<file path="src/rtl/dijkstra_query_arbiter.sv">
// Round-robin arbiter that serialises shortest-path queries onto a single engine.
// Optional watchdog on the engine wait: define DIJKSTRA_ARB_TIMEOUT_EN.
module dijkstra_query_arbiter #(
    parameter int unsigned NREQ    = 4,
    parameter int unsigned NODE_W  = 5,
    parameter int unsigned DIST_W  = 14,
    parameter int unsigned TIMEOUT = 1023
) (
    input  logic                      clk,
    input  logic                      reset,
    input  logic [NREQ-1:0]           req,
    input  logic [NREQ*NODE_W-1:0]    req_src,
    input  logic [NREQ*NODE_W-1:0]    req_dst,
    output logic [NREQ-1:0]           gnt,
    output logic                      eng_start,
    output logic [NODE_W-1:0]         eng_src,
    input  logic                      eng_done,
    output logic [NODE_W-1:0]         eng_rd_addr,
    input  logic [DIST_W-1:0]         eng_rd_dist,
    output logic                      resp_valid,
    input  logic                      resp_ready,
    output logic [$clog2(NREQ)-1:0]   resp_id,
    output logic [DIST_W-1:0]         resp_dist,
    output logic                      resp_err,
    output logic                      busy
);

    localparam int unsigned ID_W = $clog2(NREQ);

    typedef enum logic [2:0] {
        S_IDLE,
        S_LAUNCH,
        S_WAIT,
        S_READ,
        S_RESP
    } state_t;

    state_t          state;
    state_t          state_nx;
    logic [ID_W-1:0] ptr;
    logic [ID_W-1:0] win_id;
    logic            win_any;
    logic            first_wait;
    logic            done_ok;

    // Parameter legality hook; elaborates to nothing for legal settings.
    if (NREQ < 2 || NREQ > 8 || (NREQ & (NREQ - 1)) != 0 || TIMEOUT < 1) begin : g_illegal_params
    end

    // Round-robin search starting at ptr; the lowest offset from ptr wins.
    always_comb begin
        logic [ID_W-1:0] idx;
        idx     = '0;
        win_any = 1'b0;
        win_id  = ptr;
        for (int i = NREQ - 1; i >= 0; i--) begin
            idx = ptr + ID_W'(i);
            if (req[idx]) begin
                win_any = 1'b1;
                win_id  = idx;
            end
        end
    end

    // A done level seen in the first WAIT cycle is left over from the previous run.
    assign done_ok = eng_done && !first_wait;

`ifdef DIJKSTRA_ARB_TIMEOUT_EN
    localparam int unsigned WD_W = $clog2(TIMEOUT + 1);

    logic [WD_W-1:0] wd;
    logic            wd_hit;

    assign wd_hit = (wd == WD_W'(TIMEOUT - 1));

    always_ff @(posedge clk or posedge reset) begin
        if (reset) begin
            wd <= '0;
        end else if (state == S_LAUNCH) begin
            wd <= '0;
        end else if (state == S_WAIT) begin
            wd <= wd + WD_W'(1);
        end
    end
`endif

    always_comb begin
        state_nx = state;
        case (state)
            S_IDLE:   if (win_any) state_nx = S_LAUNCH;
            S_LAUNCH: state_nx = S_WAIT;
            S_WAIT: begin
                if (done_ok) begin
                    state_nx = S_READ;
                end
`ifdef DIJKSTRA_ARB_TIMEOUT_EN
                else if (wd_hit) begin
                    state_nx = S_RESP;
                end
`endif
            end
            S_READ:   state_nx = S_RESP;
            S_RESP:   if (resp_ready) state_nx = S_IDLE;
            default:  state_nx = S_IDLE;
        endcase
    end

    always_ff @(posedge clk or posedge reset) begin
        if (reset) begin
            state <= S_IDLE;
        end else begin
            state <= state_nx;
        end
    end

    // Registered outputs and query latches.
    always_ff @(posedge clk or posedge reset) begin
        if (reset) begin
            gnt         <= '0;
            eng_start   <= 1'b0;
            eng_src     <= '0;
            eng_rd_addr <= '0;
            resp_valid  <= 1'b0;
            resp_id     <= '0;
            resp_dist   <= '0;
            busy        <= 1'b0;
            ptr         <= '0;
            first_wait  <= 1'b0;
        end else begin
            gnt        <= '0;
            eng_start  <= 1'b0;
            busy       <= (state_nx != S_IDLE);
            resp_valid <= (state_nx == S_RESP);
            first_wait <= (state == S_LAUNCH);
            if (state == S_IDLE && win_any) begin
                gnt         <= NREQ'(1) << win_id;
                eng_start   <= 1'b1;
                eng_src     <= req_src[32'(win_id) * NODE_W +: NODE_W];
                eng_rd_addr <= req_dst[32'(win_id) * NODE_W +: NODE_W];
                resp_id     <= win_id;
                ptr         <= win_id + ID_W'(1);
            end
            if (state == S_READ) begin
                resp_dist <= eng_rd_dist;
            end
`ifdef DIJKSTRA_ARB_TIMEOUT_EN
            if (state == S_WAIT && !done_ok && wd_hit) begin
                resp_dist <= '1;
            end
`endif
        end
    end

`ifdef DIJKSTRA_ARB_TIMEOUT_EN
    // Error flag is set only by an expired watchdog and cleared by a normal read.
    always_ff @(posedge clk or posedge reset) begin
        if (reset) begin
            resp_err <= 1'b0;
        end else if (state == S_READ) begin
            resp_err <= 1'b0;
        end else if (state == S_WAIT && !done_ok && wd_hit) begin
            resp_err <= 1'b1;
        end
    end
`else
    assign resp_err = 1'b0;
`endif

endmodule
</file>
<file path="config.mk">
export PLATFORM = sky130hd
export DESIGN_NAME = dijkstra_query_arbiter
export DESIGN_NICKNAME = d
export VERILOG_FILES = /design/src/rtl/dijkstra_query_arbiter.sv
export SDC_FILE = /design/constraint.sdc
export NUM_CORES = 1
export LEC_CHECK = 0
export ABC_AREA = 1
export CORE_MARGIN = 4
export CORE_UTILIZATION = 45
export CTS_CLUSTER_SIZE = 10
export DETAILED_ROUTE_END_ITERATION = 6
export PLACE_DENSITY_LB_ADDON = 0.05
export RECOVER_POWER = 100
export REMOVE_ABC_BUFFERS = 1
export SKIP_LAST_GASP = 1
export SLEW_MARGIN = 25
export SYNTH_ARGS = -nofsm -noshare
export SYNTH_HDL_FRONTEND = slang
export SYNTH_SLANG_ARGS = --single-unit
</file>
<file path="constraint.sdc">
create_clock -name clk -period 3.5 [get_ports clk]
set_input_delay 0.7 -clock clk [delete_from_list [all_inputs] [get_ports clk]]
set_output_delay 0.7 -clock clk [all_outputs]
set_load 0.05 [all_outputs]
</file>
## Word-level counts from Yosys, hierarchy flattened

Index checks and enable logic that the tools add are counted.

| operators by class | value |
|---|---|
| add/sub/neg operators | 4 |
| multiply operators | 1 |
| $lt $le $gt $ge | 4 |
| equality and inequality tests | 5 |
| shift-type cells | 3 |
| muxes and demuxes | 22 |
| reduce and logical (&&, ||, !) cells | 5 |

Operator list:

| operator | count |
|---|---|
| $shiftx A20 B6 Y5 | 2 |
| $pmux W3 S5 | 1 |
| $lt A2 B3 Y1 const B | 4 |
| $mux W1 | 9 |
| $mux W3 | 3 |
| $bmux W1 S2 | 4 |
| $mux W2 | 4 |
| $eq A3 B2 Y1 const B | 2 |
| $eq A3 B3 Y1 const B | 2 |
| $mul A2 B3 Y5 const B | 1 |
| $add A2 B1 Y2 const B | 2 |
| $add A2 B2 Y2 const B | 2 |
| $mux W4 | 1 |
| $shl A1 B2 Y4 const A | 1 |
| $eq A3 B1 Y1 const B | 1 |
| $logic_not A3 Y1 | 1 |
| $reduce_bool A3 Y1 | 1 |
| $logic_and A1 B1 Y1 | 2 |
| $logic_not A1 Y1 | 1 |

| storage, ports and cells | value |
|---|---|
| flip-flop bits (word level) | 39 |
| word-level logic and storage cells | 55 |

## Longest topological paths before layout

Gate-level depths: netlist of run 1.

| depth | value |
|---|---|
| depth after elaboration | 10 |
| mapped depth | 16 |
| mapped depth without buffers | 14 |

## Worst setup path before layout of run 1

Ideal clock, no wire load.

| timing | value |
|---|---|
| kind | input port to flip-flop |
| start | in req[1] |
| end | reg ptr[1] |
| arrival time | 1.857 ns |
| setup slack | 1.509 ns |
| stages on the path | 12 |
| path buffers | 1 |
| path through | inv_1 nand2_1 nand3_1 nand2_1 inv_1 nand3_1 nand2_2 nand2_4 buf_4 ha_1 nand2_1 o21ai_0 |

| on the way | value |
|---|---|
| word-level cells in the longest chain between the ends | 7 |

RTL lines:

| what | line | source |
|---|---|---|
| start: declaration | 11 | `input logic [NREQ-1:0] req,` |
| $bmux W1 S2 | 58 | `if (req[idx]) begin` |
| $mux W1 (implied by the code) | 58 |  |
| $mux W2 (3 in a row) | 58 |  |
| $mux W2 * | 58 |  |
| via win_id[0] | 41 | `logic [ID_W-1:0] win_id;` |
| $add A2 B1 Y2 * | 141 | `ptr <= win_id + ID_W'(1);` |
| end signal: assignment | 141 |  |
| end: declaration | 40 | `logic [ID_W-1:0] ptr;` |

The timed path passes the listed nets; every way through them passes the cells marked *. The select of a mux whose other input is x is not followed.
A chain may end at the register's enable or synchronous reset.

## Final worst setup path of run 1

| timing | value |
|---|---|
| start | in req[2] |
| end | reg resp_id[1] |

| on the way | value |
|---|---|
| word-level cells in the longest chain between the ends | 7 |

RTL lines:

| what | line | source |
|---|---|---|
| $bmux W1 S2 | 58 |  |
| $mux W1 (implied by the code) | 58 |  |
| $mux W1 (4 in a row) | 58 |  |
| $logic_and A1 B1 Y1 | 135 | `if (state == S_IDLE && win_any) begin` |
| end signal: assignment | 140 | `resp_id <= win_id;` |
| end: declaration | 22 | `output logic [$clog2(NREQ)-1:0] resp_id,` |

Several ways; a longest one is shown, not always the timed one. The select of a mux whose other input is x is not followed.

==> results of run 1 <==
## metrics by stage
step / instances / instance area [µm²]
4_1_cts: 423 / 3193
5_1_grt: 423 / 3177
3_5_place_dp: 415 / 3060
3_3_place_gp: 415 / 3060
6_report: 423 / 3177
2_1_floorplan: 265 / 2024
## Yosys cell counts
cell / number / area share (%)
sky130_fd_sc_hd__nand2_1: 114 / 20
sky130_fd_sc_hd__nand3_1: 58 / 14
sky130_fd_sc_hd__dfrtp_1: 39 / 46
sky130_fd_sc_hd__inv_1: 19 / 3.4
sky130_fd_sc_hd__buf_2: 5 / 1.2
sky130_fd_sc_hd__buf_4: 5 / 1.8
sky130_fd_sc_hd__nand2_2: 5 / 1.5
sky130_fd_sc_hd__ha_1: 4 / 2.4
sky130_fd_sc_hd__nor2_1: 4 / 0.71
sky130_fd_sc_hd__nor2_2: 4 / 1.2
sky130_fd_sc_hd__inv_2: 3 / 0.53
sky130_fd_sc_hd__o31ai_1: 3 / 1.1
sky130_fd_sc_hd__buf_6: 2 / 1.1
sky130_fd_sc_hd__clkbuf_1: 2 / 0.35
sky130_fd_sc_hd__nand2_4: 2 / 1.1
sky130_fd_sc_hd__o21ai_0: 2 / 0.47
sky130_fd_sc_hd__conb_1: 1 / 0.18
sky130_fd_sc_hd__inv_4: 1 / 0.30
sky130_fd_sc_hd__inv_6: 1 / 0.41
sky130_fd_sc_hd__nand4_1: 1 / 0.30
sky130_fd_sc_hd__nand4_2: 1 / 0.59
sky130_fd_sc_hd__nor3_2: 1 / 0.47
sky130_fd_sc_hd__nor3_4: 1 / 0.77
sky130_fd_sc_hd__o21a_1: 1 / 0.35
## power groups by stage
stage	registers, mW	logic, mW	clock network, mW
2_1_floorplan	1.41	1.14	0
3_3_place_gp	0.808	2.45	0
3_5_place_dp	0.808	2.51	0
4_1_cts	0.806	2.52	0.452
5_1_grt	0.826	2.66	0.475
6_report	0.797	2.42	0.444
## registers in the layout, indices dropped and copies added (netlist names), 2 cells and up
register     count
state            3
eng_rd_addr      5
gnt              4
eng_src          5
resp_dist       14
resp_id          2
ptr              2
## cell families (layout without fill, tap and decap cells)
kind of cell | Yosys count | after routing | synth area share [%]
AO/OA/AOI/OAI | 6 | 6 | 1.891
adder cells (fa/ha/maj) | 4 | 4 | 2.364
buffers and inverters | 38 | 130 | 8.984
flip-flops | 39 | 39 | 46.10
other | 1 | 1 | 0.1771
AND/OR/NAND/NOR | 191 | 191 | 40.48
## critical path, stage by stage
cell and delay, ns:
sky130_fd_sc_hd__dlygate4sd3_1 0.55, sky130_fd_sc_hd__nand2_1 0.06, sky130_fd_sc_hd__nand2_1 0.10, sky130_fd_sc_hd__nand2_1 0.07, sky130_fd_sc_hd__nand2_1 0.08, sky130_fd_sc_hd__inv_2 0.05, sky130_fd_sc_hd__nand2_4 0.06, sky130_fd_sc_hd__nor3_1 0.08
sky130_fd_sc_hd__nor3_4 0.11, sky130_fd_sc_hd__buf_4 0.24, sky130_fd_sc_hd__clkinvlp_2 0.63, sky130_fd_sc_hd__o21ai_0 0.37
## how the worst max path moves through the flow
stage / to / slack, ns / cells past startpoint
3_3_place_gp: ptr[1] / 0.68 / 14
3_5_place_dp: ptr[1] / 0.64 / 14
2_1_floorplan: ptr[1] / 1.20 / 10
5_1_grt: resp_id[1] / 0.38 / 12
4_1_cts: ptr[1] / 0.95 / 14
6_report: resp_id[1] / 0.60 / 12
## area by class of cell
cell class / instances / area (µm²) / share of cell area, %
clock buffers: 6 / 72.57 / 2.284
clock inverters: 2 / 60.06 / 1.891
inverters: 24 / 96.34 / 3.033
multi-input cells: 202 / 943.4 / 29.70
flip-flops and latches: 39 / 975.9 / 30.72
well taps: 52 / 65.06 / 2.048
repair buffers: 98 / 963.4 / 30.33
## layer usage
metal  global-route usage (%)  wire length (µm)  up-vias
met5                        0                 0        -
met1                    23.81              2309      970
met2                    33.48              2827       70
met4                    6.159               103        0
li1                         -                 -     1063
met3                    4.610               326       11
==> impl_summary.txt, run 1 <==
----------------------------------------------------
[Synth]
  Number of distinct library cells after synthesis ... 24
  Netlist area before placement ... 2117 µm²
  Seq/Total Area, Yosys ... 46.10%
  Total number of yosys warnings ... 0
  Post-Syn Area per Cell ... 7.588 µm²
  Number of cells produced by synthesis ... 279
  Total of flip-flops plus latches after synthesis ... 39

[Global routing]
  Number of global-route vias before repair ... 2086
  Aggregate global routing overflow ... 0
  Global Route Usage Sum ... 19.38%
  Antenna violations before repair ... 0
  Wire length of the first global-routing pass ... 9266 µm
  Pin count of the biggest net entering global routing ... 25

[Detailed routing]
  Number of DRC violations after detailed-routing iteration 0 ... 112
  Number of design rule violations left after detail routing ... 0
  Vias after detailed routing ... 2114
  Antenna Nets Post-Route ... 0
  Avg WL per Cell ... 13.16 µm
  Average via count per standard cell ... 4.998
  Number of iterations in the first detailed-routing pass ... 4
  Post-Route WL ... 5566 µm

[Placement]
  Global placement routability congestion ... 0.9260
  Post-DP HPWL ... 4162 µm
  Post-Place Worst Slack ... 0.6382 ns
  Number of port buffers ... 94

[Layout]
  Fin nets ... 436
  Most common cell after layout, fill and taps aside ... sky130_fd_sc_hd__nand2_1
  Fin util ... 71.48%
  Layout cell share with drive strength beyond 1 ... 7.008%
  Area delta synth->final ... 50.06%
  Most frequent cells in the layout ... sky130_fd_sc_hd__nand2_1 (115), sky130_fd_sc_hd__clkdlybuf4s50_1 (59), sky130_fd_sc_hd__nand3_1 (58)
  Count of antenna diodes in the layout ... 0
  Filler cell count in the final layout ... 354

[Power and ir drop]
  Combinational Power Share ... 66.1%
  Switching power share of the total ... 53.72%
  Standby leakage power ... 1.594 nW
  Cell Int Power ... 1.695 mW
  IR Drop Worst-Case VDD ... 0.5704 mV
  Post-layout total power ... 3.663 mW
  Switch Pwr ... 1.968 mW
  Relative contribution of sequential cells to total power ... 21.7%
  Share of power burned in the clock network ... 12.1%
  Power density normalized to cell area ... 1153 nW/µm²

[STA]
  Final number of setup-violating endpoints ... 0
  Min Tclk post-route ... 2.902 ns
  Fin. max-slew vios ... 0
  Share of the cycle needed by the critical path after routing ... 82.92%
  Achievable frequency ... 344.6 MHz
  Hold WS ... 0.4245 ns
  Max_slew headroom ... 40.82%
  PnR worst setup slack ... 0.5979 ns
  RSZ-0062 raised after global routing ... no
  Sum of negative setup slack ... 0 ns
  Final Skew ... 0.008304 ns
  Hold violation count in the final report ... 0
  Worst-Margin Slew ... 0.8878 ns

[Floorplan]
  I/O Pins ... 96
  Area of the die ... 5866 µm²
  Core area ... 4444 µm²
  Chip Height ... 76.59 µm
  X dimension of the die ... 76.59 µm
  Initial standard-cell utilization of the core ... 47.64%
  FP Rows ... 24

[Clock network]
  Number of instances resized during post-cts repair ... 0
  Number of hold buffers added after CTS ... 0
  Clock tree from TritonCTS ... done
  CTS H-tree depth ... 2
  Inserted Clock Buffers ... 5
  Reg clk slew, reported paths ... 0.08 ns
  Clock latency on the worst-skew pair ... 0.29 ns
  Root cell of the clock tree ... sky130_fd_sc_hd__clkbuf_8
  Count of buffers added by post-CTS timing repair for setup ... 0
  # clock sinks ... 39
  Maximum count of clock buffers along a single path ... 2

[Worst setup path]
  Startpoint Class ... input pin
  Capturing point of the worst reg2reg path ... resp_id[1]
  Cell count of the worst reg-to-reg path ... 12
  Crit. End Element ... register
  Setup Crit Path Kind ... input pin to register
  Critical path data arrival time ... 3.10 ns
  Worst r2r src ... ptr[0]
  Biggest fanout along the worst timing path ... 19
  Worst reg-to-reg setup slack ... 0.89 ns
  CP startpoint ... req[2]
  Worst endpoint required time ... 3.70 ns

[Min path]
  Worst hold path class ... register to register
  End of the worst hold path ... state[0]
  Hold path startpoint ... first_wait
  Number of instances on the worst hold path ... 1

[Status]
  Result of the run ... finished, final reports clean

[Flow run]
  Reported max-cap violation count ... 0

----------------------------------------------------
No activity file was read; power rests on OpenSTA's default activity.
==> run 2, diff against run 1 <==
--- a/config.mk
+++ b/config.mk
@@ -7,7 +7,7 @@
 export LEC_CHECK = 0
 export ABC_AREA = 1
 export CORE_MARGIN = 4
-export CORE_UTILIZATION = 45
+export CORE_UTILIZATION = 42
 export CTS_CLUSTER_SIZE = 10
 export DETAILED_ROUTE_END_ITERATION = 6
 export PLACE_DENSITY_LB_ADDON = 0.05
==> constraint.sdc (replaced) <==
create_clock -name clk -period 2.9 [get_ports clk]
set_input_delay 0.58 -clock clk [delete_from_list [all_inputs] [get_ports clk]]
set_output_delay 0.58 -clock clk [all_outputs]
set_load 0.05 [all_outputs]
==> impl_summary.txt, run 2 (synthesized netlist as in run 1, its figures left out) <==
----------------------------------------------------
[Worst setup path]
  Worst reg-to-reg setup slack ... 0.60 ns
  Buffer and inverter count on the worst path ... 3
  Crit. End Element ... register
  Dominant cell type by count on the critical path ... sky130_fd_sc_hd__nand2_1
  Critical path data arrival time ... 2.59 ns
  Worst path max stage delay ... 0.56 ns
  CP startpoint ... req[0]
  Worst r2r src ... ptr[0]
  Setup Crit Path Kind ... input pin to register
  Startpoint Class ... input pin
  Capturing point of the worst reg2reg path ... ptr[0]
  Biggest fanout along the worst timing path ... 15
  Cell count of the worst reg-to-reg path ... 12
  Worst path top cell family by delay ... buffers and inverters
  Worst endpoint required time ... 3.10 ns
  Stages on worst setup path ... 12
  Cell-by-cell trace of the critical path ... clkdlybuf4s50_1 -> nand2_1 -> nand2_1 -> nand2_1 -> nand2_1 -> inv_1 -> nand2_4 -> nor3_1 -> nor3_4 -> clkbuf_1 -> nand2_1 -> o21a_1
  Standard cell with the maximum stage delay on the critical path ... sky130_fd_sc_hd__clkbuf_1
  Destination of the critical timing path ... ptr[0]

[Detailed routing]
  Antenna Nets Post-Route ... 0
  Vias after detailed routing ... 2077
  Post-Route WL ... 5422 µm
  Number of iterations in the first detailed-routing pass ... 4
  Number of design rule violations left after detail routing ... 0
  Avg WL per Cell ... 12.29 µm
  Number of DRC violations after detailed-routing iteration 0 ... 106
  Average via count per standard cell ... 4.710

[Global routing]
  Aggregate global routing overflow ... 0
  Number of global-route vias before repair ... 2058
  Antenna violations before repair ... 0
  Global Route Usage Sum ... 18.77%
  Wire length of the first global-routing pass ... 9266 µm
  Pin count of the biggest net entering global routing ... 40

[Clock network]
  Count of buffers added by post-CTS timing repair for setup ... 0
  CTS H-tree depth ... 2
  Number of instances resized during post-cts repair ... 0
  Number of hold buffers added after CTS ... 0
  Maximum count of clock buffers along a single path ... 2
  Reg clk slew, reported paths ... 0.08 ns
  Clock latency on the worst-skew pair ... 0.30 ns
  Root cell of the clock tree ... sky130_fd_sc_hd__clkbuf_8
  Inserted Clock Buffers ... 5
  # clock sinks ... 39
  Clock tree from TritonCTS ... done

[Status]
  Result of the run ... finished, final reports clean

[Flow run]
  Reported max-cap violation count ... 0

[STA]
  Hold violation count in the final report ... 0
  Share of the cycle needed by the critical path after routing ... 82.60%
  Final number of setup-violating endpoints ... 0
  Fin. max-slew vios ... 0
  Sum of negative setup slack ... 0 ns
  Final Skew ... 0.009647 ns
  Min Tclk post-route ... 2.395 ns
  RSZ-0062 raised after global routing ... no
  Max_slew headroom ... 36.62%
  Achievable frequency ... 417.5 MHz
  Worst-Margin Slew ... 0.9507 ns

[Power and ir drop]
  Standby leakage power ... 1.587 nW
  IR Drop Worst-Case VDD ... 0.7470 mV
  Power density normalized to cell area ... 1348 nW/µm²

[Floorplan]
  Chip Height ... 79.00 µm
  Core area ... 4817 µm²
  X dimension of the die ... 79.00 µm
  Area of the die ... 6240 µm²
  FP Rows ... 25
  Initial standard-cell utilization of the core ... 43.95%
  I/O Pins ... 96

[Placement]
  Post-detailed-placement cell area ... 3102 µm²
  Post-DP HPWL ... 4086 µm
  Global placement routability congestion ... 0.8323
  Number of port buffers ... 94

[Layout]
  Count of antenna diodes in the layout ... 0
  Most flop-heavy register ... resp_dist
  Biggest regs ... resp_dist: 14 flops, eng_rd_addr: 5 flops, eng_src: 5 flops
  Max FFs per register ... 14
  Layout cell share with drive strength beyond 1 ... 7.219%
  Most common cell after layout, fill and taps aside ... sky130_fd_sc_hd__nand2_1
  Most frequent cells in the layout ... sky130_fd_sc_hd__nand2_1 (116), sky130_fd_sc_hd__clkdlybuf4s50_1 (60), sky130_fd_sc_hd__nand3_1 (58)
  Post-route cell area ... 3167 µm²
  Area delta synth->final ... 49.59%
  Fin nets ... 439

[Min path]
  Worst hold path class ... register to register

----------------------------------------------------
run 2: how the worst min path moves through the flow:
stage,startpoint,endpoint,slack (ns),depth (start not counted)
final,first_wait,state[0],0.44,1
after global routing,first_wait,state[0],0.47,1
after CTS,first_wait,state[0],0.44,1
after detailed placement,first_wait,state[0],0.43,1
after global placement,first_wait,state[0],0.41,1
after floorplan,first_wait,state[0],0.41,1
run 2: area by class of cell:
type | count | area (µm²)
flip-flops and latches | 39 | 975.9
fillers | 463 | 1650
well taps | 67 | 83.83
clock buffers | 6 | 72.57
repair buffers | 101 | 983.4
inverters | 24 | 97.59
multi-input cells | 202 | 940.9
clock inverters | 2 | 12.51
run 2: report_power, final:
part | switching, mW | internal (mW)
clock | 0.193 | 0.168
combinational | 2.02 | 0.928
sequential | 0.141 | 0.812
total | 2.36 | 1.91
run 2: per-layer routing:
metal,track usage [%],wire (µm),vias to the layer above
met5,0,0,-
met4,6.357,119,0
met3,5.782,360,12
met2,31.06,2751,55
met1,23.23,2191,948
li1,-,-,1062
run 2: worst register-to-register path, cell delays in order, from the launching register on:
cell and delay [ns]:
sky130_fd_sc_hd__dfrtp_1 0.52, sky130_fd_sc_hd__inv_6 0.14, sky130_fd_sc_hd__nand2_1 0.07, sky130_fd_sc_hd__nand2_1 0.09, sky130_fd_sc_hd__nand2_1 0.08, sky130_fd_sc_hd__nand2_1 0.07, sky130_fd_sc_hd__inv_2 0.05, sky130_fd_sc_hd__nand2_4 0.06
sky130_fd_sc_hd__nor3_1 0.07, sky130_fd_sc_hd__nor3_4 0.17, sky130_fd_sc_hd__clkbuf_1 0.56, sky130_fd_sc_hd__nand2_1 0.16, sky130_fd_sc_hd__o21a_1 0.14
run 2: stage by stage:
step                instances  hold WS [ns]  setup WS, ns  power, mW  util (%)
CTS                       441        0.4363        0.7520      4.440     66.16
finish                    441        0.4371        0.5045      4.267     65.74
detailed placement        433        0.4258        0.4461      4.071     64.39
floorplan                 265        0.4084        0.7214      3.082         -
global route              441        0.4662        0.3047      4.696     65.74
global placement          433        0.4138        0.4984      4.017     64.39
==> run 3, diff against run 2 <==
==> constraint.sdc (replaced) <==
create_clock -name clk -period 2.5 [get_ports clk]
set_input_delay 0.5 -clock clk [delete_from_list [all_inputs] [get_ports clk]]
set_output_delay 0.5 -clock clk [all_outputs]
set_load 0.05 [all_outputs]
==> impl_summary.txt, run 3 (synthesized netlist as in run 1, its figures left out) <==
----------------------------------------------------
[STA]
  Achievable frequency ... 462.3 MHz
  Hold violation count in the final report ... 0
  Fin. max-slew vios ... 0
  Min Tclk post-route ... 2.163 ns
  Hold WS ... 0.4465 ns
  Final number of setup-violating endpoints ... 0
  Max_slew headroom ... 36.77%
  RSZ-0062 raised after global routing ... no
  PnR worst setup slack ... 0.3367 ns
  Share of the cycle needed by the critical path after routing ... 86.53%
  Sum of negative setup slack ... 0 ns
  Worst-Margin Slew ... 0.9485 ns
  Final Skew ... 0.007160 ns

[Floorplan]
  Core area ... 4817 µm²
  FP Rows ... 25
  I/O Pins ... 96
  Chip Height ... 79.00 µm
  Initial standard-cell utilization of the core ... 43.95%
  X dimension of the die ... 79.00 µm
  Area of the die ... 6240 µm²

[Layout]
  Area taken by multi-input logic gates ... 940.9 µm²
  Area delta synth->final ... 51.54%
  Fin util ... 66.60%
  Filler cell count in the final layout ... 442
  Fin nets ... 441
  Biggest regs ... resp_dist: 14 flops, eng_rd_addr: 5 flops, eng_src: 5 flops
  Count of antenna diodes in the layout ... 0
  Area of all sequential standard cells ... 975.9 µm²
  Most common cell after layout, fill and taps aside ... sky130_fd_sc_hd__nand2_1
  Max FFs per register ... 14
  Most flop-heavy register ... resp_dist
  Layout cell share with drive strength beyond 1 ... 8.511%
  Most frequent cells in the layout ... sky130_fd_sc_hd__nand2_1 (116), sky130_fd_sc_hd__clkdlybuf4s50_1 (60), sky130_fd_sc_hd__nand3_1 (58)

[Worst setup path]
  Critical path data arrival time ... 2.34 ns
  Buffer and inverter count on the worst path ... 5
  Cell count of the worst reg-to-reg path ... 15
  Stages on worst setup path ... 15
  Startpoint Class ... register
  Worst endpoint required time ... 2.68 ns
  Worst reg-to-reg setup slack ... 0.34 ns
  Dominant cell type by count on the critical path ... sky130_fd_sc_hd__nand2_1
  Crit. End Element ... register
  Cell-by-cell trace of the critical path ... inv_6 -> nand2_1 -> nand2_1 -> nand2_1 -> nand2_1 -> inv_1 -> nand3_1 -> nand2_1 -> nand2_1 -> nand2_2 -> inv_1 -> clkbuf_2 -> ha_1 -> inv_1 -> nor2_2
  Standard cell with the maximum stage delay on the critical path ... sky130_fd_sc_hd__dfrtp_1
  Worst path max stage delay ... 0.57 ns
  Worst r2r src ... ptr[0]
  Biggest fanout along the worst timing path ... 11
  Capturing point of the worst reg2reg path ... gnt[2]
  Setup Crit Path Kind ... register to register
  Worst path top cell family by delay ... simple AND/OR/NAND/NOR gates

[Clock network]
  Clock tree from TritonCTS ... done
  CTS H-tree depth ... 2
  Root cell of the clock tree ... sky130_fd_sc_hd__clkbuf_8
  Number of hold buffers added after CTS ... 0
  Number of instances resized during post-cts repair ... 0
  Clock latency on the worst-skew pair ... 0.29 ns
  Count of buffers added by post-CTS timing repair for setup ... 0
  Inserted Clock Buffers ... 5
  Reg clk slew, reported paths ... 0.08 ns
  # clock sinks ... 39
  Maximum count of clock buffers along a single path ... 2

[Detailed routing]
  Avg WL per Cell ... 12.53 µm
  Post-Route WL ... 5549 µm
  Number of iterations in the first detailed-routing pass ... 5
  Number of design rule violations left after detail routing ... 0
  Antenna Nets Post-Route ... 0
  Vias after detailed routing ... 2108
  Number of DRC violations after detailed-routing iteration 0 ... 72
  Average via count per standard cell ... 4.758

[Status]
  Result of the run ... finished, final reports clean

[Power and ir drop]
  IR Drop Worst-Case VDD ... 0.7031 mV
  Post-layout total power ... 5.124 mW
  Power density normalized to cell area ... 1597 nW/µm²
  Standby leakage power ... 1.615 nW

[Global routing]
  Wire length of the first global-routing pass ... 9308 µm
  Number of global-route vias before repair ... 2056
  Global Route Usage Sum ... 18.85%
  Aggregate global routing overflow ... 0
  Antenna violations before repair ... 0
  Pin count of the biggest net entering global routing ... 40

[Min path]
  Hold path startpoint ... first_wait
  Number of instances on the worst hold path ... 1
  Worst hold path class ... register to register
  End of the worst hold path ... state[0]

[Placement]
  Number of port buffers ... 94
  Post-DP HPWL ... 4115 µm
  Post-Place Worst Slack ... 0.1388 ns
  Global placement routability congestion ... 0.8037

[Flow run]
  Reported max-cap violation count ... 0

----------------------------------------------------
[run 3: power breakdown]
part / switching (mW) / total (mW) / internal (mW)
Clock: 0.226 / 0.524 / 0.297
Combinational: 2.39 / 3.49 / 1.10
Sequential: 0.169 / 1.11 / 0.942
Total: 2.78 / 5.12 / 2.34
[run 3: worst reg2reg max path, delay by kind of cell (launching register included)]
| kind | cells | cell delay, ns |
|---|---|---|
| adder cells (fa/ha/maj) | 1 | 0.23 |
| buffers and inverters | 5 | 0.55 |
| flip-flops | 1 | 0.57 |
| AND/OR/NAND/NOR | 9 | 0.71 |
[run 3: per-stage QoR]
stage	cells	cell area [µm²]
after global routing	443	3208
after global placement	435	3117
after detailed placement	435	3117
after CTS	443	3229
after floorplan	265	2024
final	443	3208
[run 3: area by class of cell]
class | count | area share (%)
inverter | 24 | 3.042
tap | 67 | 2.613
sequential | 39 | 30.42
timing repair buffer | 103 | 31.08
clock inverter | 3 | 1.365
multi-input combinational | 202 | 29.33
clock buffer | 5 | 2.145
[run 3: worst max path at each step]
stage           start      to  slack (ns)
2_1_floorplan  ptr[0]  ptr[1]        0.37
3_3_place_gp   req[3]  ptr[1]        0.19
3_5_place_dp   req[3]  gnt[2]        0.14
4_1_cts        ptr[0]  gnt[2]        0.40
5_1_grt        ptr[0]  gnt[2]        0.09
6_report       ptr[0]  gnt[2]        0.34
[run 3: layer usage]
metal,share of wire (%),track usage (%)
met1,42,23.72
met2,51,32.66
met3,5.4,4.195
met4,0.83,4.983
met5,0,0
